**src/rtl/timer_pkg.sv**
```systemverilog
// Shared types and constants for the timer set/run control slice.
// Optional build macro TIMER_REPEAT_EN selects auto-reload on expiry.
package timer_pkg;

    localparam int HOURS_W = 5;
    localparam int MS_W    = 6;
    localparam int MAX_MS  = 59;

    typedef enum logic [2:0] {
        ST_IDLE,
        ST_SET_H,
        ST_SET_M,
        ST_SET_S,
        ST_RUN,
        ST_DONE
    } state_t;

    typedef enum logic [1:0] {
        FS_NONE  = 2'd0,
        FS_HOURS = 2'd1,
        FS_MINS  = 2'd2,
        FS_SECS  = 2'd3
    } field_t;

    // Step a minutes/seconds field by one, wrapping across 0..MAX_MS.
    function automatic logic [MS_W-1:0] ms_step(
        input logic [MS_W-1:0] v,
        input logic            up
    );
        logic [MS_W-1:0] r;
        if (up)
            r = (v >= MS_W'(MAX_MS)) ? '0 : v + 1'b1;
        else
            r = (v == '0) ? MS_W'(MAX_MS) : v - 1'b1;
        return r;
    endfunction

endpackage

```
**src/rtl/btn_debounce.sv**
```systemverilog
// Raw button synchroniser, stability counter and press pulse.
// Optional build macro TIMER_REPEAT_EN does not affect this block.
module btn_debounce #(
    parameter int DEBOUNCE_CYCLES = 4
) (
    input  logic clk,
    input  logic reset,
    input  logic i_btn,
    output logic o_press
);

    localparam int CNT_W =
        (DEBOUNCE_CYCLES > 1) ? $clog2(DEBOUNCE_CYCLES) : 1;
    localparam logic [CNT_W-1:0] CNT_LAST =
        CNT_W'(DEBOUNCE_CYCLES - 1);

    logic             r_sync1;
    logic             r_sync2;
    logic             r_level;
    logic             r_press;
    logic [CNT_W-1:0] r_cnt;

    // Level flips on the DEBOUNCE_CYCLES-th consecutive mismatch.
    always_ff @(posedge clk or negedge reset) begin
        if (!reset) begin
            r_sync1 <= 1'b0;
            r_sync2 <= 1'b0;
            r_level <= 1'b0;
            r_press <= 1'b0;
            r_cnt   <= '0;
        end else begin
            r_sync1 <= i_btn;
            r_sync2 <= r_sync1;
            r_press <= 1'b0;
            if (r_sync2 == r_level) begin
                r_cnt <= '0;
            end else if (r_cnt == CNT_LAST) begin
                r_cnt   <= '0;
                r_level <= r_sync2;
                r_press <= r_sync2;
            end else begin
                r_cnt <= r_cnt + 1'b1;
            end
        end
    end

    assign o_press = r_press;

endmodule

```
**src/rtl/timer_set_ctrl.sv**
```systemverilog
// Button-driven h:m:s entry and run control ahead of a countdown timer.
// Build macro TIMER_REPEAT_EN: auto-reload on expiry instead of DONE.
module timer_set_ctrl
    import timer_pkg::*;
#(
    parameter int DEBOUNCE_CYCLES = 4,
    parameter int MAX_HOURS       = 23
) (
    input  logic               clk,
    input  logic               reset,
    input  logic               btn_mode,
    input  logic               btn_inc,
    input  logic               btn_dec,
    input  logic               btn_go,
    input  logic [HOURS_W-1:0] timer_hours,
    input  logic [MS_W-1:0]    timer_mins,
    input  logic [MS_W-1:0]    timer_secs,
    output logic [HOURS_W-1:0] hours_o,
    output logic [MS_W-1:0]    mins_o,
    output logic [MS_W-1:0]    secs_o,
    output logic               start_o,
    output logic [1:0]         field_sel,
    output logic               running_o,
    output logic               expired_o
);

    localparam logic [HOURS_W-1:0] MAX_H = HOURS_W'(MAX_HOURS);

    logic w_mode;
    logic w_inc;
    logic w_dec;
    logic w_go;

    btn_debounce #(.DEBOUNCE_CYCLES(DEBOUNCE_CYCLES)) u_db_mode (
        .clk(clk), .reset(reset), .i_btn(btn_mode), .o_press(w_mode)
    );
    btn_debounce #(.DEBOUNCE_CYCLES(DEBOUNCE_CYCLES)) u_db_inc (
        .clk(clk), .reset(reset), .i_btn(btn_inc), .o_press(w_inc)
    );
    btn_debounce #(.DEBOUNCE_CYCLES(DEBOUNCE_CYCLES)) u_db_dec (
        .clk(clk), .reset(reset), .i_btn(btn_dec), .o_press(w_dec)
    );
    btn_debounce #(.DEBOUNCE_CYCLES(DEBOUNCE_CYCLES)) u_db_go (
        .clk(clk), .reset(reset), .i_btn(btn_go), .o_press(w_go)
    );

    state_t             r_state;
    state_t             w_next;
    logic [HOURS_W-1:0] r_hours;
    logic [HOURS_W-1:0] w_hours;
    logic [MS_W-1:0]    r_mins;
    logic [MS_W-1:0]    w_mins;
    logic [MS_W-1:0]    r_secs;
    logic [MS_W-1:0]    w_secs;
    logic               w_nonzero;
    logic               w_timer_zero;
    logic               w_start_ok;
    logic               w_edit;

    assign w_nonzero    = |{r_hours, r_mins, r_secs};
    assign w_timer_zero = ~|{timer_hours, timer_mins, timer_secs};
    assign w_start_ok   = w_go & w_nonzero;
    assign w_edit       = w_inc | w_dec;

    always_ff @(posedge clk or negedge reset) begin
        if (!reset) begin
            r_state <= ST_IDLE;
            r_hours <= '0;
            r_mins  <= '0;
            r_secs  <= '0;
        end else begin
            r_state <= w_next;
            r_hours <= w_hours;
            r_mins  <= w_mins;
            r_secs  <= w_secs;
        end
    end

    // Priority go > mode > inc > dec; a zero-value go falls through.
    always_comb begin
        w_next    = r_state;
        w_hours   = r_hours;
        w_mins    = r_mins;
        w_secs    = r_secs;
        start_o   = 1'b0;
        expired_o = 1'b0;
        unique case (r_state)
            ST_IDLE: begin
                if (w_start_ok) begin
                    start_o = 1'b1;
                    w_next  = ST_RUN;
                end else if (w_mode) begin
                    w_next = ST_SET_H;
                end
            end
            ST_SET_H, ST_SET_M, ST_SET_S: begin
                if (w_start_ok) begin
                    start_o = 1'b1;
                    w_next  = ST_RUN;
                end else if (w_mode) begin
                    w_next = (r_state == ST_SET_H) ? ST_SET_M :
                             (r_state == ST_SET_M) ? ST_SET_S :
                                                     ST_IDLE;
                end else if (w_edit) begin
                    if (r_state == ST_SET_H) begin
                        if (w_inc)
                            w_hours = (r_hours >= MAX_H) ?
                                      '0 : r_hours + 1'b1;
                        else
                            w_hours = (r_hours == '0) ?
                                      MAX_H : r_hours - 1'b1;
                    end else if (r_state == ST_SET_M) begin
                        w_mins = ms_step(r_mins, w_inc);
                    end else begin
                        w_secs = ms_step(r_secs, w_inc);
                    end
                end
            end
            ST_RUN: begin
`ifdef TIMER_REPEAT_EN
                if (w_go) begin
                    w_next = ST_IDLE;
                end else if (w_timer_zero) begin
                    start_o   = 1'b1;
                    expired_o = 1'b1;
                end
`else
                if (w_timer_zero)
                    w_next = ST_DONE;
`endif
            end
            ST_DONE: begin
                expired_o = 1'b1;
                if (w_go || w_mode)
                    w_next = ST_IDLE;
            end
            default: w_next = ST_IDLE;
        endcase
    end

    assign field_sel = (r_state == ST_SET_H) ? FS_HOURS :
                       (r_state == ST_SET_M) ? FS_MINS  :
                       (r_state == ST_SET_S) ? FS_SECS  :
                                               FS_NONE;
    assign running_o = (r_state == ST_RUN);
    assign hours_o   = r_hours;
    assign mins_o    = r_mins;
    assign secs_o    = r_secs;

endmodule

```
**config.mk**
```make
export PLATFORM = sky130hd
export DESIGN_NAME = timer_set_ctrl
export DESIGN_NICKNAME = d
export VERILOG_FILES = /design/src/rtl/timer_pkg.sv /design/src/rtl/btn_debounce.sv /design/src/rtl/timer_set_ctrl.sv
export SDC_FILE = /design/constraint.sdc
export NUM_CORES = 1
export LEC_CHECK = 0
export CORE_UTILIZATION = 53
export DETAILED_ROUTE_END_ITERATION = 10
export PLACE_DENSITY = 0.92
export SYNTH_ARGS = -nofsm -noshare
export SYNTH_HDL_FRONTEND = slang
export SYNTH_HIERARCHICAL = 1
export SYNTH_SLANG_ARGS = --single-unit
```
**constraint.sdc**
```tcl
create_clock -name clk -period 2.6 [get_ports clk]
set_clock_uncertainty 0.15 [all_clocks]
set_input_delay 0.52 -clock clk [delete_from_list [all_inputs] [get_ports clk]]
set_output_delay 0.52 -clock clk [all_outputs]
set_load 0.005 [all_outputs]
```
Yosys cells after proc, flatten, opt, wreduce, memory -nomap -nowiden
Cells that the tools add are included.
{"block": "op_classes", "bitwise": 10, "add_sub_neg": 10, "n_reduce_logical": 17, "muxes": 40, "n_lt_le_gt_ge": 3, "n_eq_ne": 17}
{"operator": "$mux 6", "n": 6}
{"operator": "$reduce_or 17->1", "n": 2}
{"operator": "$mux 2", "n": 13}
{"operator": "$mux 3", "n": 6}
{"operator": "$mux 5", "n": 3}
{"operator": "$add 6x1->6 const B", "n": 2}
{"operator": "$ge 6x6->1 const B", "n": 2}
{"operator": "$logic_not 6->1", "n": 2}
{"operator": "$pmux 3 s4", "n": 1}
{"operator": "$reduce_and 6->1", "n": 2}
{"operator": "$sub 6x1->6 const B", "n": 2}
{"operator": "$mux 1", "n": 11}
{"operator": "$add 2x1->2 const B", "n": 4}
{"operator": "$eq 2x2->1 const B", "n": 4}
{"operator": "$not 1->1", "n": 8}
{"operator": "$reduce_and 2->1", "n": 4}
{"operator": "$eq 3x2->1 const B", "n": 2}
{"operator": "$eq 3x3->1 const B", "n": 2}
{"operator": "$ne 3x2->1 const B", "n": 2}
{"operator": "$add 5x1->5 const B", "n": 1}
{"operator": "$ge 5x5->1 const B", "n": 1}
{"operator": "$logic_not 5->1", "n": 1}
{"operator": "$reduce_and 5->1", "n": 1}
{"operator": "$sub 5x1->5 const B", "n": 1}
{"operator": "other kinds (10)", "n": 14}
{"block": "word_totals", "ff_bits": 44, "elab_cells": 121, "out_inout_bits": 22, "inputBits": 23}

Depth between registers and ports, before layout
{"block": "depth", "depth_word": 6, "depth_mapped": 8, "ltp_nobuf": 7}

Cells and area by module
Netlist, hierarchy kept.
{"module": "timer_set_ctrl", "cells_per_inst": 210, "seq_area_each_um2": 500.5, "area_per_inst_um2": 1762.9, "n_inst": 1}
{"module": "btn_debounce", "cells_per_inst": 12, "seq_area_each_um2": 150.1, "area_per_inst_um2": 209.0, "n_inst": 4}

Worst setup path after synthesis
No wires, ideal clock.
{"block": "synth_timing", "path_type": "register to register", "start": "register r_hours[0], in the netlist hours_o[0]", "end": "register r_mins[0], in the netlist mins_o[0]", "path_buffers": 1, "path_slack_ns": 0.170, "setup_time_ns": 0.125, "stages_incl_launch_ff": 9, "period_less_slack_ns": 2.430, "arrival_time_ns": 2.154, "required_ns": 2.325, "cell_sequence": "dfrtp_1 -> inv_1 -> ha_1 -> nor4b_4 -> nand4_2 -> a2111oi_4 -> and2_1 -> buf_6 -> mux2_4"}
{"block": "synth_via", "elab_chain_cells": 4}
{"item": "start: declaration", "line_no": "timer_set_ctrl.sv:49", "source": "logic [HOURS_W-1:0] r_hours;"}
{"item": "start signal: assignment", "line_no": "timer_set_ctrl.sv:73", "source": "r_hours <= w_hours;"}
{"item": "$reduce_or 17->1", "line_no": "timer_set_ctrl.sv:60", "source": "assign w_nonzero = |{r_hours, r_mins, r_secs};"}
{"item": "$and 1x1->1", "line_no": "timer_set_ctrl.sv:62", "source": "assign w_start_ok = w_go & w_nonzero;"}
{"item": "$not 1->1 (no source line)"}
{"item": "$reduce_and 6->1 (no source line)"}
{"item": "end signal: assignment", "line_no": "timer_set_ctrl.sv:74", "source": "r_mins <= w_mins;"}
{"item": "end: declaration", "line_no": "timer_set_ctrl.sv:51", "source": "logic [MS_W-1:0] r_mins;"}
Every way passes these cells.
A chain may end at the register's enable or synchronous reset.

Worst setup path in the final report
{"block": "layout_timing", "start": "register r_hours[0], in the netlist hours_o[0]", "end": "output start_o"}
{"block": "layout_via", "elab_chain_cells": 4}
{"item": "$reduce_or 17->1", "line_no": "timer_set_ctrl.sv:60"}
{"item": "$and 1x1->1", "line_no": "timer_set_ctrl.sv:62"}
{"item": "$mux 1", "line_no": "timer_set_ctrl.sv:89, timer_set_ctrl.sv:97"}
{"item": "$mux 1"}
{"item": "end: declaration", "line_no": "timer_set_ctrl.sv:21", "source": "output logic start_o,"}
Every way passes these cells.

==> results.sh <==
export IMPL_outcome="finished clean"
export IMPL_ys_seq_area_share_pct=42.4
export IMPL_synthMuxAreaShare_pct=2.74
export IMPL_drt_initial_drc_count=222
export IMPL_cts_buffer_depth=2
export IMPL_htreeDepth=2
export IMPL_syn_instance_count=258
export IMPL_period_share_pct=94.2
export IMPL_drt_first_pass_iters=4
export IMPL_leakage_nw=1.44
export IMPL_slew_viol_final=0
export IMPL_worst_pin_slew_ns=0.609
export IMPL_crit_required_ns=1.93
export IMPL_peakVddDrop_v=0.000614
export IMPL_core_mm2=0.00472
export IMPL_grt_pass1_vias=2237
export IMPL_dieArea_mm2=0.00519
export IMPL_worstSetupPathType="reg -> out"
export IMPL_critPathMaxFanout=4
export IMPL_stdcell_area_mm2=0.00330
export IMPL_die_w_um=72.0
export IMPL_start_util_pct=55.0
export IMPL_io_buffers=44
export IMPL_die_h_um=72.0
export IMPL_antenna_found_initial=0
export IMPL_synth_ff_type="dfrtp_1"
export IMPL_cp_buffers_inverters=2
export IMPL_synth_adder_area_share_pct=6.26
export IMPL_via_per_inst=5.96
export IMPL_cp_arrival_ns=1.78
export IMPL_diodes=0
export IMPL_syn_avg_cell_area_um2=10.1
export IMPL_start_kind="flop"
export IMPL_setup_violations=0
export IMPL_detail_route_wl_per_cell_um=15.2
export IMPL_route_detailed_drc=0
export IMPL_synth_simple_area_share_pct=20.1
export IMPL_clk_insertion_delay_late_ns=0.30
export IMPL_synth_cell_types=59
export IMPL_cts_root_buffer="clkbuf_8"
export IMPL_clkSinkCount=44
export IMPL_cap_viol_max_count=0
export IMPL_tritoncts="done"
export IMPL_synth_top_cell_area_share_pct=42.4
export IMPL_grt_usage_pct=24.7
export IMPL_io_pins=45
export IMPL_grt_busiest_layer="met2"
export IMPL_grt_use_met3_pct=5.56
export IMPL_grt_use_met2_pct=41.1
export IMPL_crit_path_top_delay_cell="dfrtp_1"
export IMPL_synth_seq_cells=44
export IMPL_rows=25
export IMPL_cts_made_buffers=5
export IMPL_max_stage_delay_ns=0.40
export IMPL_path_delay_family="simple AND/OR/NAND/NOR gates"
export IMPL_synth_edff_count=0
export IMPL_synth_xor_area_share_pct=2.02
export IMPL_syn_area_mm2=0.00260
export IMPL_ant_nets=0
export IMPL_synth_compound_area_share_pct=20.6
export IMPL_min_path_type="reg -> reg"
export IMPL_layout_nets=357
export IMPL_place_detailed_hpwl_mm=4.47
export IMPL_synth_area_leaders="dfrtp_1 42%, ha_1 6.3%, a21oi_1 3.1%"
export IMPL_fmax_mhz=408
export IMPL_dpl_cell_area_mm2=0.00318
export IMPL_synth_top_family_by_area="compound AO/OA/AOI/OAI gates"
export IMPL_hold_viol=0
export IMPL_fin_setup_tns_ns=0
export IMPL_rsz0062_at_grt="no"
export IMPL_clk_pin_slew_ns=0.08
export IMPL_synth_nets=294
export IMPL_place_gp_congestion=0.914
export IMPL_cp_cell_sequence="inv_2 > ha_1 > nor4b_4 > nand4_2 > nand2_1 > nor2_1 > dlygate4sd2_1"
export IMPL_async_flop_share_pct=100
export IMPL_grt_overflow_total=0
export IMPL_grt_max_degree=20
export IMPL_setup_worst_path_end_class="primary output"
export IMPL_max_slew_margin_pct=59.1
export IMPL_min_period_ns=2.45
export IMPL_synth_most_common_cell="dfrtp_1"
export IMPL_grt_pass1_wl_mm=9.87
export IMPL_vias=2319
export IMPL_drt_total_wl_mm=5.93
export IMPL_areaGrowthSynthToFinish_pct=27.1
export IMPL_yosysTopAreaCell="dfrtp_1"
export IMPL_final_layout_size_suffix_gt1_share_pct=17.1
export IMPL_synth_common_cells="44 x dfrtp_1, 17 x nand2_1, 16 x a21oi_1, 14 x o21ai_0"
export IMPL_yosysWarningCount=6
export IMPL_grtUsageMet1_pct=30.5
export IMPL_p_per_area_mw_per_mm2=963
[cells in the final DEF (no fill, tap or decap), types with 3 or more instances in the layout]
cell type,netlist,routed
nor4_1,5,5
xnor2_1,6,6
o2111ai_1,3,3
o21ai_0,14,14
dfrtp_1,44,43
nor3_2,4,4
nand2_1,17,17
clkdlybuf4s50_1,0,42
nor3_1,4,4
nor2b_1,4,4
clkbuf_8,0,5
and3_1,3,3
or4_1,3,3
a21oi_1,16,16
ha_1,13,13
a32o_1,3,3
nor2_1,12,12
a31oi_1,6,6
o211ai_1,5,5
inv_1,13,12
and2_1,5,5
mux2_1,4,4
a22oi_1,3,3
and3b_2,4,4
o22a_1,3,3
nand3_1,13,13
buf_4,1,25
[final timing paths]
| check | from | to | slack, ns | cells past startpoint |
|---|---|---|---|---|
| min reg2reg | u_db_inc/r_sync1 | u_db_inc/r_sync2 | 0.20 | 0 |
| max | hours_o[0] | start_o | 0.15 | 7 |
| max in group asynchronous | reset | secs_o[0] | 1.26 | 3 |
| max reg2reg | hours_o[0] | mins_o[0] | 0.18 | 8 |
| min | u_db_inc/r_sync1 | u_db_inc/r_sync2 | 0.20 | 0 |
| min in group asynchronous | reset | hours_o[0] | 0.49 | 2 |
[registers in the layout (all words and copies together) (netlist names), 2 cells and up]
register         cells
mins_o               6
secs_o               6
hours_o              5
r_state              3
u_db_dec/r_cnt       2
u_db_go/r_cnt        2
u_db_inc/r_cnt       2
u_db_mode/r_cnt      2
[report_power, final]
group          leakage, nW  internal [mW]  total, mW  switching (mW)
Sequential           0.559          0.878       1.06           0.186
Clock               0.0414          0.191      0.424           0.233
Combinational        0.844          0.855       1.69           0.837
[cells by family (layout without fill, tap and decap cells)]
| kind of cell | Yosys count | after routing |
|---|---|---|
| and+or+nand+nor | 86 | 86 |
| AOI/OAI and AO/OA | 75 | 75 |
| DFF | 44 | 44 |
| buffers and inverters | 28 | 92 |
| adders and majority gates | 13 | 13 |
| xor gates and xnor gates | 6 | 6 |
| muxes | 6 | 6 |
[worst reg2reg max path: stages (launching register included)]
cell and delay, ns:
dfrtp_1 0.40, inv_2 0.08, ha_1 0.18, nor4b_4 0.25, nand4_2 0.14, buf_4 0.19, a2111oi_4 0.39, and2_1 0.23
mux2_4 0.31
[final cells by class]
| class | instances | area [um2] |
|---|---|---|
| fill | 350 | 1420 |
| clock buffer | 6 | 72.6 |
| timing repair buffer | 70 | 632 |
| multi-input combinational | 186 | 1340 |
| tap | 67 | 83.8 |
| sequential | 44 | 1100 |
| inverter | 14 | 52.6 |
| clock inverter | 2 | 16.3 |
[per-stage QoR]
step	setup slack [ns]	total power [mW]	hold WS, ns	instances	utilization (%)
after CTS	0.0772	3.18	0.204	389	69.9
after detailed placement	0.111	2.74	0.185	377	67.4
after global routing	0.0245	3.41	0.211	389	69.9
after floorplan	0.170	2.14	0.0744	258	-
after global placement	0.131	2.63	0.183	377	67.4
final	0.152	3.18	0.203	389	69.9
[what timing repair did]
item                                    4_1_cts  5_1_grt
resized for setup                             2        1
endpoints found under the setup margin        1        1
pin swaps                                     2        0
hold buffers                                  1        0
setup buffers                                 3        0
endpoints found under the hold margin        12        0
[metal layers]
metal / vias up / wire length (um)
li1: 1088 / -
met1: 1101 / 2430
met2: 115 / 3010
met3: 15 / 343
met4: 0 / 142
met5: - / 0
No activity file was read; power rests on OpenSTA's default activity.
